==> src/rtl/approx_mult_pkg.sv <==
// Shared types and 1-bit adder cell functions for the iterative approximate multiplier.
package approx_mult_pkg;

  typedef enum logic [1:0] {
    IDLE = 2'd0,
    RUN  = 2'd1,
    DONE = 2'd2
  } state_t;

  // Product width of the default 8x8 configuration
  localparam int PROD_W = 16;

  // approx_fa_21_107: exact sum except X=Y=1 gives S=1 and drops the generated carry
  function automatic logic approx_fa_s(input logic x, input logic y, input logic z);
    return (~x & ~y & z) | (~x & y & ~z) | (x & ~y & ~z) | (x & y);
  endfunction

  function automatic logic approx_fa_c(input logic x, input logic y, input logic z);
    return z & (x | y);
  endfunction

  function automatic logic exact_fa_s(input logic x, input logic y, input logic z);
    return x ^ y ^ z;
  endfunction

  function automatic logic exact_fa_c(input logic x, input logic y, input logic z);
    return (x & y) | (x & z) | (y & z);
  endfunction

endpackage

==> src/rtl/approx_row_adder.sv <==
// Combinational ripple adder adding one shifted partial-product row into the accumulator,
// with approximate cells in the low APPROX_COLS columns unless exact is set.
module approx_row_adder
  import approx_mult_pkg::*;
#(
  parameter int W           = PROD_W,
  parameter int APPROX_COLS = 6,
  parameter int START_W     = 3
) (
  input  logic [W-1:0]       acc,
  input  logic [W-1:0]       row,
  input  logic [START_W-1:0] start,
  input  logic               exact,
  output logic [W-1:0]       sum
);

  logic carry;
  logic s_bit;
  logic c_bit;

  // Columns below start pass through; the carry chain begins with 0 at start.
  always_comb begin
    sum   = acc;
    carry = 1'b0;
    s_bit = 1'b0;
    c_bit = 1'b0;
    for (int c = 0; c < W; c++) begin
      if (c >= int'(start)) begin
        if ((c < APPROX_COLS) && !exact) begin
          s_bit = approx_fa_s(acc[c], row[c], carry);
          c_bit = approx_fa_c(acc[c], row[c], carry);
        end else begin
          s_bit = exact_fa_s(acc[c], row[c], carry);
          c_bit = exact_fa_c(acc[c], row[c], carry);
        end
        sum[c] = s_bit;
        carry  = c_bit;
      end
    end
  end

endmodule

==> src/rtl/approx_mult_seq.sv <==
// Iterative approximate multiplier: one partial-product row per cycle, valid/ready on both sides.
// Optional APPROX_MULT_ERR_EN adds a shadow exact accumulator and err_o/err_nz_o outputs.
module approx_mult_seq
  import approx_mult_pkg::*;
#(
  parameter int WIDTH_A     = 8,
  parameter int WIDTH_B     = 8,
  parameter int APPROX_COLS = 6
) (
  input  logic                       clk,
  input  logic                       rst_n,
  input  logic                       in_valid,
  output logic                       in_ready,
  input  logic [WIDTH_A-1:0]         a_i,
  input  logic [WIDTH_B-1:0]         b_i,
  input  logic                       exact_i,
  output logic                       out_valid,
  input  logic                       out_ready,
  output logic [WIDTH_A+WIDTH_B-1:0] p_o
`ifdef APPROX_MULT_ERR_EN
  ,
  output logic signed [WIDTH_A+WIDTH_B:0] err_o,
  output logic                            err_nz_o
`endif
);

  localparam int P     = WIDTH_A + WIDTH_B;
  localparam int CNT_W = (WIDTH_B > 1) ? $clog2(WIDTH_B) : 1;

  state_t             state, state_nx;
  logic [WIDTH_A-1:0] a_q;
  logic [WIDTH_B-1:0] b_q;
  logic               exact_q;
  logic [P-1:0]       acc, acc_nx, row;
  logic [CNT_W-1:0]   cnt;
  logic               accept;
  logic               last_row;

  assign last_row = (cnt == CNT_W'(WIDTH_B - 1));
  assign row      = {{WIDTH_B{1'b0}}, a_q & {WIDTH_A{b_q[cnt]}}} << cnt;

  approx_row_adder #(
    .W          (P),
    .APPROX_COLS(APPROX_COLS),
    .START_W    (CNT_W)
  ) u_row (
    .acc  (acc),
    .row  (row),
    .start(cnt),
    .exact(exact_q),
    .sum  (acc_nx)
  );

  always_comb begin
    state_nx  = state;
    in_ready  = 1'b0;
    out_valid = 1'b0;
    accept    = 1'b0;
    case (state)
      IDLE: begin
        in_ready = 1'b1;
        if (in_valid) begin
          accept   = 1'b1;
          state_nx = RUN;
        end
      end
      RUN: begin
        if (last_row) state_nx = DONE;
      end
      DONE: begin
        out_valid = 1'b1;
        in_ready  = out_ready;
        if (out_ready) begin
          if (in_valid) begin
            accept   = 1'b1;
            state_nx = RUN;
          end else begin
            state_nx = IDLE;
          end
        end
      end
      default: state_nx = IDLE;
    endcase
    // No new operands are advertised while reset is held
    if (!rst_n) in_ready = 1'b0;
  end

  always_ff @(posedge clk) begin
    if (!rst_n) begin
      state   <= IDLE;
      a_q     <= '0;
      b_q     <= '0;
      exact_q <= 1'b0;
      acc     <= '0;
      cnt     <= '0;
    end else begin
      state <= state_nx;
      if (accept) begin
        a_q     <= a_i;
        b_q     <= b_i;
        exact_q <= exact_i;
        acc     <= '0;
        cnt     <= '0;
      end else if (state == RUN) begin
        acc <= acc_nx;
        cnt <= last_row ? '0 : cnt + 1'b1;
      end
    end
  end

  // The running accumulator is only exposed once the product is complete
  assign p_o = out_valid ? acc : '0;

`ifdef APPROX_MULT_ERR_EN
  logic [P-1:0] acc_ex, acc_ex_nx;

  approx_row_adder #(
    .W          (P),
    .APPROX_COLS(APPROX_COLS),
    .START_W    (CNT_W)
  ) u_row_ex (
    .acc  (acc_ex),
    .row  (row),
    .start(cnt),
    .exact(1'b1),
    .sum  (acc_ex_nx)
  );

  always_ff @(posedge clk) begin
    if (!rst_n) begin
      acc_ex <= '0;
    end else if (accept) begin
      acc_ex <= '0;
    end else if (state == RUN) begin
      acc_ex <= acc_ex_nx;
    end
  end

  assign err_o    = out_valid ? ($signed({1'b0, acc_ex}) - $signed({1'b0, acc})) : '0;
  assign err_nz_o = |err_o;
`endif

endmodule

==> config.mk <==
export PLATFORM = sky130hd
export DESIGN_NAME = approx_mult_seq
export DESIGN_NICKNAME = d
export VERILOG_FILES = /design/src/rtl/approx_mult_pkg.sv /design/src/rtl/approx_row_adder.sv /design/src/rtl/approx_mult_seq.sv
export SDC_FILE = /design/constraint.sdc
export NUM_CORES = 1
export LEC_CHECK = 0
export CORE_MARGIN = 1
export CORE_UTILIZATION = 50
export DETAILED_ROUTE_END_ITERATION = 8
export PLACE_DENSITY = 0.81
export SLEW_MARGIN = 15
export SYNTH_ARGS = -nofsm -noshare
export SYNTH_HDL_FRONTEND = slang
export SYNTH_SLANG_ARGS = --single-unit
==> constraint.sdc <==
create_clock -name clk -period 25.6 [get_ports clk]
set_input_delay 3.84 -clock clk [delete_from_list [all_inputs] [get_ports clk]]
set_output_delay 3.84 -clock clk [all_outputs]
set_load 0.1 [all_outputs]
Word-level counts from Yosys, hierarchy flattened
Cells that the tools add are included.

Add/subtract/negate cells: 1. Multiply operators: 0. Divide/modulo/power cells: 0. Order comparisons: 8. Equal/unequal tests: 6. Shifts and indexed selects: 1. Mux-type cells: 34. Bitwise logic cells: 180. Reductions and logical operators: 10.

Operator list (number): $and 1x1->1 (80); $or 1x1->1 (50); $xor 1x1->1 (31); $mux 1 (25); $not 1->1 (18); $mux 16 (1); $shl 8x3->16 (1); $reduce_and 2->1 (7); $ge 3x3->1 const A (3); $and 8x8->8 (1); $ge 1x3->1 const A (2); $ge 2x3->1 const A (2); $mux 2 (3); $ne 2x2->1 const B (3); $pmux 2 s3 (1); $lt 3x4->1 const B (1); $pmux 1 s2 (2); $add 3x1->3 const B (1); $bmux 1 s3 (1); $eq 3x3->1 const B (1); $mux 3 (1); $reduce_and 3->1 (1); $eq 2x1->1 const B (1); $eq 2x2->1 const B (1); 2 further kinds (2).

Bits in registers: 38. Bits in latches: 0. Memory bits (writable): 0. ROM bits: 0. Input bits: 21. Output and inout bits: 18. Logic and storage cells: 253. Memories: 0.

Longest topological paths before layout
Gate-level depths: netlist of run 1.

Word-level depth: 61. Gate-level depth with buffers: 38. Gate-level depth less buffers: 36.

By module
A second synthesis of run 1 with hierarchy kept.

Cell total of the unflattened synthesis: 340. Area total of the unflattened synthesis: 2916.5 um^2.

Modules (own cells, without submodules): approx_mult_seq (times used 1, cells each 251, area each 2103.3 um^2); approx_row_adder (times used 1, cells each 89, area each 813.3 um^2).

Worst setup path before layout of run 1
OpenSTA, ideal clock, no wires.

Path kind: input port to output port. Start point: in rst_n. End point: out in_ready. Arrival: 6.274 ns. Required time: 21.760 ns. Path slack: 15.486 ns. Cell stages on the path: 2. Buffers on the path: 1. Path through: clkbuf_1 nor3b_1.

Word-level cells in the longest chain between the ends: 1.

Ends and longest elaborated chain: start: declaration (RTL line approx_mult_seq.sv:11) `input logic rst_n,`; $mux 1 (RTL line approx_mult_seq.sv:85) `if (!rst_n) in_ready = 1'b0;`; end: declaration (RTL line approx_mult_seq.sv:13) `output logic in_ready,`.

Every way passes these cells.

Final worst setup path of run 1
Ends and elaborated chain as after synthesis.

==> out/metrics.cfg, run 1 <==
[drt]
detail-route-antenna-nets = 0
vias_per_cell = 5.31
wl_per_cell_um = 12.9
first_iter_violations = 91
first_pass_iters = 4
totalWireLength_um = 5780
post-route-drc-count = 0
via_count = 2374

[cts]
clock-sinks = 38
cts_hold_buf = 0
cts_setup_buffers = 0
clk_path_buf_depth = 2
tritoncts = done
cts-root-buf = clkbuf_8
numCtsBuffers = 5
cts.htree.levels = 2
cts_resized = 0
insertion_delay_ns = 0.30
clk_pin_slew_worst_paths_ns = 0.08

[power]
leakage_nw = 1.24
seqPwrFrac = 0.467
irDropWorstVdd_v = 0.0000341
pwr-share-clk = 0.373
power_density_nw_per_um2 = 41.6
switching_share = 0.280
p_switching_w = 0.0000394
internal_power_w = 0.000101
comb_power_share = 0.160

[place]
hpwlAfterDp_um = 4130
place_area_sq_um = 3260
gp_congestion = 0.807
placed_cells = 439
place_ws_ns = 15.63
io_buffers = 38

[yosys]
ys_warn_count = 0
syn_area_sq_um = 2880
yosysSeqAreaShare = 0.264
ys_ff_latch = 38
synth_cell_types = 48
synthCells = 347
synth_fp_nets = 404
syn_avg_cell_area_sq_um = 8.30

[floorplan]
die_h_um = 77.9
die_w_um = 77.9
dieArea_sq_um = 6070
ios = 39
initial_utilization = 0.520
rows = 27
core_sq_um = 5540

[setup_path]
cp.arrival_ns = 6.11
cp_max_fo = 22
max_stage_delay_ns = 1.16
worstPathRequired_ns = 21.76
slowest_stage = clkdlybuf4s50_1
end_kind = output pin
cp-start-kind = primary input
crit_chain = clkdlybuf4s50_1, nor3b_1, clkdlybuf4s50_1
worst_path_most_repeated_cell = clkdlybuf4s50_1
critPathKind = in2out

[sta]
final-setup-viol-count = 0
setup_slack_ns = 15.65
fmax_mhz = 101
tightest_slew_ns = 0.972
fin_crit_sh = 0.389
report.final.slew_viol_count = 0
finClkSkew_ns = 0.00858
rsz0062_at_grt = false
fin_setup_tns_ns = 0
hold_violations = 0
relSlewSlack = 0.350
period_needed_ns = 9.95

[layout]
fin_area_sq_um = 3370
instances_no_fill = 447
diodes = 0
area_delta_synth_final_pct = 17.1
mostFrequentLayoutCells = nand2_1 (56), dfxtp_1 (38), clkdlybuf4s50_1 (38)
drive_above_1_share = 0.0613
n_fill_cell = 490
nNetsFinal = 431
final_common_cell = nand2_1
final_util = 0.609

[global_route]
antenna_found_initial = 0
grt_pass1_vias = 2373
grt_pass1_wl_um = 10500
track_usage = 0.216
grt_max_degree = 29
grt.overflow.total = 0

[worst_hold_path]
hp-class = reg2reg

[run_status]
outcome = finished clean

[job]
cap_violations = 0

## per-layer routing
metal / part of all wire / track usage / routed length (um) / up-vias
met2: 0.49 / 0.360 / 2810 / 62
met3: 0.052 / 0.0447 / 299 / 8
met4: 0.012 / 0.0870 / 72 / 0
li1: - / - / - / 1204
met5: 0 / 0 / 0 / -
met1: 0.45 / 0.274 / 2610 / 1100
## flip-flops by register name, summed over array words and instances, names as in the netlist
| signal | cells |
|---|---|
| cnt | 3 |
| exact_q | 1 |
| acc | 16 |
| b_q | 8 |
| state | 2 |
| a_q | 8 |
## Yosys cell counts, drive strengths merged
cell type / n / share of area
nand4: 2 / 0.0043
dfxtp: 38 / 0.26
o21a: 2 / 0.0052
fa: 14 / 0.097
nor3b: 4 / 0.010
o211ai: 1 / 0.0026
nand2: 58 / 0.077
nor3: 2 / 0.0035
nor4: 4 / 0.0087
a21oi: 20 / 0.035
o21ai: 8 / 0.014
o21ba: 1 / 0.0035
and2b: 1 / 0.0030
nand2b: 5 / 0.011
xnor2: 1 / 0.0030
mux4: 3 / 0.023
a22oi: 1 / 0.0026
a311oi: 1 / 0.0030
mux2i: 8 / 0.028
nand3: 5 / 0.0087
ha: 22 / 0.096
or2: 1 / 0.0022
or3b: 1 / 0.0030
clkbuf: 6 / 0.0078
a211oi: 10 / 0.026
nor2: 30 / 0.040
o2111ai: 1 / 0.0030
o21bai: 1 / 0.0026
nor2b: 7 / 0.015
or2b: 1 / 0.0026
and3: 2 / 0.0043
nand3b: 1 / 0.0026
a21boi: 17 / 0.044
and2: 19 / 0.041
mux2: 6 / 0.023
and3b: 2 / 0.0061
o32ai: 1 / 0.0056
o22ai: 1 / 0.0022
inv: 24 / 0.031
buf: 14 / 0.030
a31oi: 1 / 0.0022
## power by group through the flow
stage	Sequential, W	Combinational, W	Clock (W)
global route	0.0000661	0.0000254	0.0000558
finish	0.0000655	0.0000224	0.0000524
CTS	0.0000654	0.0000224	0.0000535
floorplan	0.0000650	0.0000176	0
detailed placement	0.0000668	0.0000223	0
global placement	0.0000667	0.0000217	0
## path summary, 6_finish.rpt
| check | startpoint | end | slack [ns] | cells after the start |
|---|---|---|---|---|
| worst max-delay path | rst_n | in_ready | 15.65 | 3 |
| worst min-delay path | b_q[3]$_SDFFE_PN0P_ | b_q[3]$_SDFFE_PN0P_ | 0.46 | 2 |
| worst max register to register | cnt[1]$_SDFFE_PP0P_ | acc[15]$_SDFFE_PP0P_ | 16.75 | 36 |
| worst min register to register | b_q[3]$_SDFFE_PN0P_ | b_q[3]$_SDFFE_PN0P_ | 0.46 | 2 |
## final cells by class
class                      instances  area (sq um)  area share
clock buffer                       5          68.8      0.0204
clock inverter                     3          45.0      0.0134
inverter                          24          90.1      0.0267
multi-input combinational        265          1920       0.570
sequential                        38           761       0.226
tap                               72          90.1      0.0267
timing repair buffer              40           395       0.117
## worst max-delay path, delay by kind of cell
kind                   cells  cell delay (ns)
buffers and inverters      2             2.02
and+or+nand+nor            1             0.25
## cells by family (layout without fill, tap and decap cells)
family | count (synthesis) | after routing | synth area share
AOI/OAI and AO/OA | 66 | 66 | 0.152
adders and majority gates | 36 | 36 | 0.193
muxes | 17 | 17 | 0.0747
DFF | 38 | 38 | 0.264
xor gates and xnor gates | 1 | 1 | 0.00304
and+or+nand+nor | 145 | 145 | 0.244
buffers and inverters | 44 | 72 | 0.0695
## per-stage QoR
stage	hold slack, ns	total power (W)
floorplan	0.432	0.0000826
global placement	0.439	0.0000884
detailed placement	0.448	0.0000891
CTS	0.460	0.000141
global route	0.476	0.000147
finish	0.455	0.000140
Note: power is estimated with default switching activity, not from simulation.
==> run 2, diff against run 1 <==
- clock period: 25.6 -> 9.65 ns (I/O delays scaled with it)
==> run 2 against run 1 <==
Effect of this change:
- cell count stayed put
- count of clock-buffer cells in the layout stayed put
- die area stayed put
- worst hold slack hardly changed
- critical path depth is 32 higher
- sequential cell count stayed put
- combinational power grew to 2.7 times the previous value
- routed wire length is 0.80% lower
- clock skew is 0.0011 ns lower
- first-iteration DRC count is 11% higher
- design area is 0.71% higher
==> out/metrics.cfg, run 2 (synthesized netlist as in run 1, its figures left out) <==
[run_status]
outcome = finished clean

[setup_path]
reg2reg_depth = 35  ; -2.8%
setup.worst_path.start = cnt[1]$_SDFFE_PP0P_
cp-start-kind = flop
worst_path_most_repeated_cell = fa_1
max_stage_delay_ns = 0.61  ; -0.55 ns
worst_path_dominant_cell_family = adder cells
end_kind = flop
worstPathRequired_ns = 9.82  ; -11.94 ns
critPathKind = reg2reg
rr_startpoint = cnt[1]$_SDFFE_PP0P_
cp_max_fo = 28  ; +27%
r2r_end = acc[15]$_SDFFE_PP0P_
r2r_slack_ns = 0.94  ; -15.81 ns
crit_buf_inv = 4  ; +2
slowest_stage = dfxtp_1
cp.arrival_ns = 8.88  ; +2.77 ns

[power]
power_density_nw_per_um2 = 118  ; +180%
leakage_nw = 1.26  ; +1.5%
irDropWorstVdd_v = 0.0000938  ; +170%

[place]
io_buffers = 38  ; unchanged
gp_congestion = 0.877  ; +8.7%
hpwlAfterDp_um = 4290  ; +4.0%
place_area_sq_um = 3260  ; unchanged

[cts]
tritoncts = done
insertion_delay_ns = 0.29  ; about the same
cts_hold_buf = 0  ; unchanged
cts.htree.levels = 2  ; unchanged
cts_setup_buffers = 0  ; unchanged
clk_pin_slew_worst_paths_ns = 0.08  ; about the same
cts-root-buf = clkbuf_8
numCtsBuffers = 5  ; unchanged
clock-sinks = 38  ; unchanged
clk_path_buf_depth = 2  ; unchanged
cts_resized = 0  ; unchanged

[sta]
rsz0062_at_grt = false
fmax_mhz = 115
relSlewSlack = 0.352  ; +0.00158
final-setup-viol-count = 0  ; unchanged
fin_crit_sh = 0.902
tightest_slew_ns = 0.969  ; -0.00237 ns
hold_violations = 0  ; unchanged
report.final.slew_viol_count = 0  ; unchanged
fin_setup_tns_ns = 0  ; unchanged
period_needed_ns = 8.71
finClkSkew_ns = 0.00747  ; -0.00110 ns

[global_route]
grt_pass1_vias = 2255  ; -5.0%
grt.overflow.total = 0  ; unchanged
track_usage = 0.212  ; -0.00446
grt_pass1_wl_um = 10300  ; -2.1%
antenna_found_initial = 0  ; unchanged
grt_max_degree = 29  ; unchanged

[layout]
area_delta_synth_final_pct = 17.9
diodes = 0  ; unchanged
top_register = acc
mostFrequentLayoutCells = nand2_1 (56), dfxtp_1 (38), clkdlybuf4s50_1 (38)
n_fill_cell = 498  ; +1.6%
final_common_cell = nand2_1
largest_register_ffs = 16  ; unchanged
drive_above_1_share = 0.0613  ; unchanged
nNetsFinal = 431  ; unchanged
reg_top3 = acc x16, a_q x8, b_q x8
fin_area_sq_um = 3400  ; +0.71%

[floorplan]
die_w_um = 77.9  ; unchanged
initial_utilization = 0.520  ; unchanged
dieArea_sq_um = 6070  ; unchanged
rows = 27  ; unchanged
die_h_um = 77.9  ; unchanged
core_sq_um = 5540  ; unchanged
ios = 39  ; unchanged

[drt]
wl_per_cell_um = 12.8  ; -0.80%
post-route-drc-count = 0  ; unchanged
vias_per_cell = 5.27  ; -0.72%
first_iter_violations = 101  ; +11%
detail-route-antenna-nets = 0  ; unchanged
totalWireLength_um = 5740  ; -0.80%
first_pass_iters = 4  ; unchanged
via_count = 2357  ; -0.72%

[job]
cap_violations = 0  ; unchanged

[worst_hold_path]
worstHoldStart = b_q[3]$_SDFFE_PN0P_
hold_path_end = b_q[3]$_SDFFE_PN0P_
holdPathStages = 2  ; unchanged
hp-class = reg2reg

## run 2: changes by cell type in the layout (fill, tap and decap cells not counted), sizes merged
| cell | delta |
|---|---|
| bufinv | +1 |
| clkinv | +1 |
| clkinvlp | -2 |
## run 2: per-layer routing
layer,vias to the layer above,track usage,part of all wire,wire [um]
met4,0,0.0611,0.0051,29
met2,44,0.361,0.50,2890
met5,-,0,0,0
met1,1110,0.276,0.45,2600
li1,1199,-,-,-
met3,4,0.0341,0.037,215
## run 2: worst max path at each step
stage	endpoint	slack [ns]	cells past startpoint
finish	acc[15]$_SDFFE_PP0P_	0.94	35
global route	acc[15]$_SDFFE_PP0P_	0.34	36
CTS	acc[15]$_SDFFE_PP0P_	0.94	35
detailed placement	acc[15]$_SDFFE_PP0P_	0.96	35
global placement	acc[15]$_SDFFE_PP0P_	1.21	35
floorplan	acc[15]$_SDFFE_PP0P_	1.56	38
## run 2: area by class of cell
type | count | area (sq um) | share of cell area
multi-input cells | 265 | 1920 | 0.566
inverters | 24 | 90.1 | 0.0265
repair buffers | 40 | 395 | 0.116
well taps | 72 | 90.1 | 0.0265
clock buffers | 5 | 68.8 | 0.0203
clock inverters | 3 | 68.8 | 0.0203
flip-flops and latches | 38 | 761 | 0.224
## run 2: through the flow
step	cells	util	hold WS (ns)	total power [W]	worst slack [ns]
global placement	439	0.588	0.446	0.000234	1.21
floorplan	347	-	0.432	0.000219	1.56
detailed placement	439	0.588	0.446	0.000237	0.957
finish	447	0.613	0.455	0.000399	0.941
CTS	447	0.612	0.457	0.000402	0.942
global route	447	0.613	0.474	0.000419	0.341
## run 2: where the power goes
| part | internal (W) | switching (W) |
|---|---|---|
| clock network | 0.000104 | 0.0000622 |
| registers | 0.000164 | 0.00000945 |
| logic | 0.0000268 | 0.0000327 |
## run 2: worst reg2reg max path: cells and delay by family, from the launching register on
family                   cells  cell delay (ns)
AO/OA/AOI/OAI                5             0.69
XOR/XNOR                     1             0.14
adder cells (fa/ha/maj)     15             4.93
flip-flops                   1             0.61
buffers and inverters        4             0.46
AND/OR/NAND/NOR             10             1.74
==> run 3, diff against run 2 <==
- ABC_AREA: default -> 1
- PLACE_DENSITY: 0.81 -> 0.8
- SLEW_MARGIN: 15 -> 25
==> run 3 against run 2 <==
Effect of this change:
- fmax decreased by 1.0%
- cell count up 17%
- largest cell class unchanged
- non-clock buffer count is the same
- clock power fell by 35%
- global-route usage up 1.2 points
- worst setup slack worse by 0.090 ns
- register-to-register slack worse by 0.09 ns
- largest power group unchanged
- first-iteration DRC count grew 17%
==> out/metrics.cfg, run 3 <==
[sta]
rsz0062_at_grt = false
relSlewSlack = 0.354  ; +0.00247
final-setup-viol-count = 0  ; unchanged
finClkSkew_ns = 0.00706  ; -0.000411 ns
fin_crit_sh = 0.912  ; +0.00936
report.final.slew_viol_count = 0  ; unchanged
fin_setup_tns_ns = 0  ; unchanged
hold_violations = 0  ; unchanged
fmax_mhz = 114  ; -1.0%
hold_ws_ns = 0.463  ; +0.00778 ns
period_needed_ns = 8.80  ; +0.0904 ns
setup_slack_ns = 0.851  ; -0.0904 ns
tightest_slew_ns = 0.966  ; -0.00370 ns

[place]
place_ws_ns = 0.466  ; -0.491 ns
hpwlAfterDp_um = 4910  ; +14%
gp_congestion = 0.864  ; -1.5%
io_buffers = 38  ; unchanged

[drt]
via_count = 2710  ; +15%
detail-route-antenna-nets = 0  ; unchanged
post-route-drc-count = 0  ; unchanged
totalWireLength_um = 6320  ; +10%
first_pass_iters = 4  ; unchanged
wl_per_cell_um = 12.1  ; -5.8%
first_iter_violations = 118  ; +17%
vias_per_cell = 5.18  ; -1.7%

[worst_hold_path]
holdPathStages = 2  ; unchanged
hold_path_end = b_q[3]$_SDFFE_PN0P_
hp-class = reg2reg
worstHoldStart = b_q[3]$_SDFFE_PN0P_

[yosys]
synthArstFlopShare = 0  ; unchanged
netlist_top_cells_count = nand2_1 (88), nor2_1 (78), inv_1 (39)
yosysMostFrequentCell = nand2_1
synth.top_cell.area_share = 0.254  ; -0.0100
synth_fp_nets = 482  ; +19%
synth_top_area_cell = dfxtp_1
syn_area_sq_um = 2990  ; +4.0%
ys_ff_latch = 38  ; unchanged
synth_area_leaders = dfxtp_1 (25%), nand2_1 (11%), ha_1 (10%)
syn_avg_cell_area_sq_um = 7.10  ; -15%
yosys_most_used_dff = dfxtp_1
synthCells = 422  ; +22%
synth-edff-count = 0  ; unchanged
ys_warn_count = 0  ; unchanged
yosysSeqAreaShare = 0.254  ; -0.0100
synth_cell_types = 35  ; -27%

[global_route]
grt_pass1_wl_um = 11200  ; +9.4%
track_usage = 0.224  ; +0.0120
grt_pass1_vias = 2668  ; +18%
grt_max_degree = 23  ; -21%
antenna_found_initial = 0  ; unchanged
grt.overflow.total = 0  ; unchanged

[power]
leakage_nw = 1.38  ; +9.6%
irDropWorstVdd_v = 0.000104  ; +11%
power_density_nw_per_um2 = 106  ; -9.4%
p_total_w = 0.000369  ; -7.6%

[layout]
area_delta_synth_final_pct = 15.6
drive_above_1_share = 0.106  ; +0.0451
diodes = 0  ; unchanged
mostFrequentLayoutCells = nand2_1 (88), nor2_1 (78), inv_1 (39)
largest_register_ffs = 16  ; unchanged
n_fill_cell = 536  ; +7.6%
reg_top3 = acc x16, a_q x8, b_q x8
top_register = acc
final_common_cell = nand2_1
nNetsFinal = 511  ; +19%

[cts]
clk_path_buf_depth = 2  ; unchanged
cts-root-buf = clkbuf_8
tritoncts = done
cts_setup_buffers = 0  ; unchanged
insertion_delay_ns = 0.29  ; about the same
cts.htree.levels = 2  ; unchanged
clk_pin_slew_worst_paths_ns = 0.08  ; about the same
clock-sinks = 38  ; unchanged
numCtsBuffers = 5  ; unchanged

[setup_path]
cp.arrival_ns = 8.98  ; +0.10 ns
reg2reg_depth = 46  ; +31%
r2r_slack_ns = 0.85  ; -0.09 ns
slowest_stage = dfxtp_4
cp_max_fo = 16  ; -43%
rr_startpoint = cnt[0]$_SDFFE_PP0P_
end_kind = flop
crit_buf_inv = 5  ; +1
worst_path_most_repeated_cell = fa_1
cp-start-kind = flop
path_depth = 46  ; +31%
worst_path_dominant_cell_family = adder cells
r2r_end = acc[15]$_SDFFE_PP0P_
max_stage_delay_ns = 0.42  ; -0.19 ns
worstPathRequired_ns = 9.83  ; about the same
critPathKind = reg2reg

[floorplan]
die_w_um = 79.4  ; +1.9%
initial_utilization = 0.531  ; +0.0108
ios = 39  ; unchanged
die_h_um = 79.4  ; +1.9%
dieArea_sq_um = 6300  ; +3.8%
rows = 27  ; unchanged
core_sq_um = 5640  ; +1.8%

[run_status]
outcome = finished clean

[job]
cap_violations = 0  ; unchanged

[run 3: repair_timing]
item,CTS,global route
hold buffers,0,0
endpoints found under the setup margin,0,3
resized for setup,0,6
[run 3: worst max path at each step]
stage	startpoint	slack, ns	to
4_1_cts	cnt[0]$_SDFFE_PP0P_	0.42	acc[15]$_SDFFE_PP0P_
2_1_floorplan	cnt[1]$_SDFFE_PP0P_	1.49	acc[14]$_SDFFE_PP0P_
3_3_place_gp	cnt[0]$_SDFFE_PP0P_	0.77	acc[15]$_SDFFE_PP0P_
3_5_place_dp	cnt[0]$_SDFFE_PP0P_	0.47	acc[15]$_SDFFE_PP0P_
5_1_grt	cnt[1]$_SDFFE_PP0P_	0.006	acc[15]$_SDFFE_PP0P_
6_report	cnt[0]$_SDFFE_PP0P_	0.85	acc[15]$_SDFFE_PP0P_
[run 3: worst min-delay path, delay by kind of cell (launching register included)]
family	cells	cell delay, ns
flops	1	0.30
buf+inv	1	0.06
compound gates	1	0.06
[run 3: cell type report]
type / count / area (sq um) / area share
multi-input cells: 320 / 1950 / 0.563
flip-flops and latches: 38 / 764 / 0.221
repair buffers: 40 / 395 / 0.114
inverters: 46 / 178 / 0.0513
well taps: 72 / 90.1 / 0.0260
clock buffers: 5 / 68.8 / 0.0199
clock inverters: 2 / 15.0 / 0.00434
[run 3: cell families after synthesis]
| group | synth area share |
|---|---|
| xor+xnor | 0.00293 |
| compound gates | 0.124 |
| flops | 0.254 |
| buf+inv | 0.0949 |
| simple gates | 0.326 |
| fa+ha+maj | 0.198 |
[run 3: per-stage QoR]
stage          cells  cell area [sq um]  utilization
4_1_cts          523               3450        0.612
5_1_grt          523               3460        0.613
3_5_place_dp     516               3370        0.597
2_1_floorplan    422               2990            -
3_3_place_gp     516               3370        0.597
6_report         523               3460        0.613
[run 3: per-layer routing]
metal | vias up | share of wire | wire length [um] | GRT usage
met5 | - | 0 | 0 | 0
met4 | 0 | 0.017 | 108 | 0.0836
met3 | 12 | 0.031 | 195 | 0.0331
met2 | 59 | 0.51 | 3210 | 0.421
met1 | 1254 | 0.44 | 2810 | 0.253
li1 | 1385 | - | - | -
[run 3: report_power, final]
part | internal [W] | switching, W
Sequential | 0.000166 | 0.0000103
Clock | 0.0000494 | 0.0000587
Combinational | 0.0000296 | 0.0000545
Total | 0.000245 | 0.000123
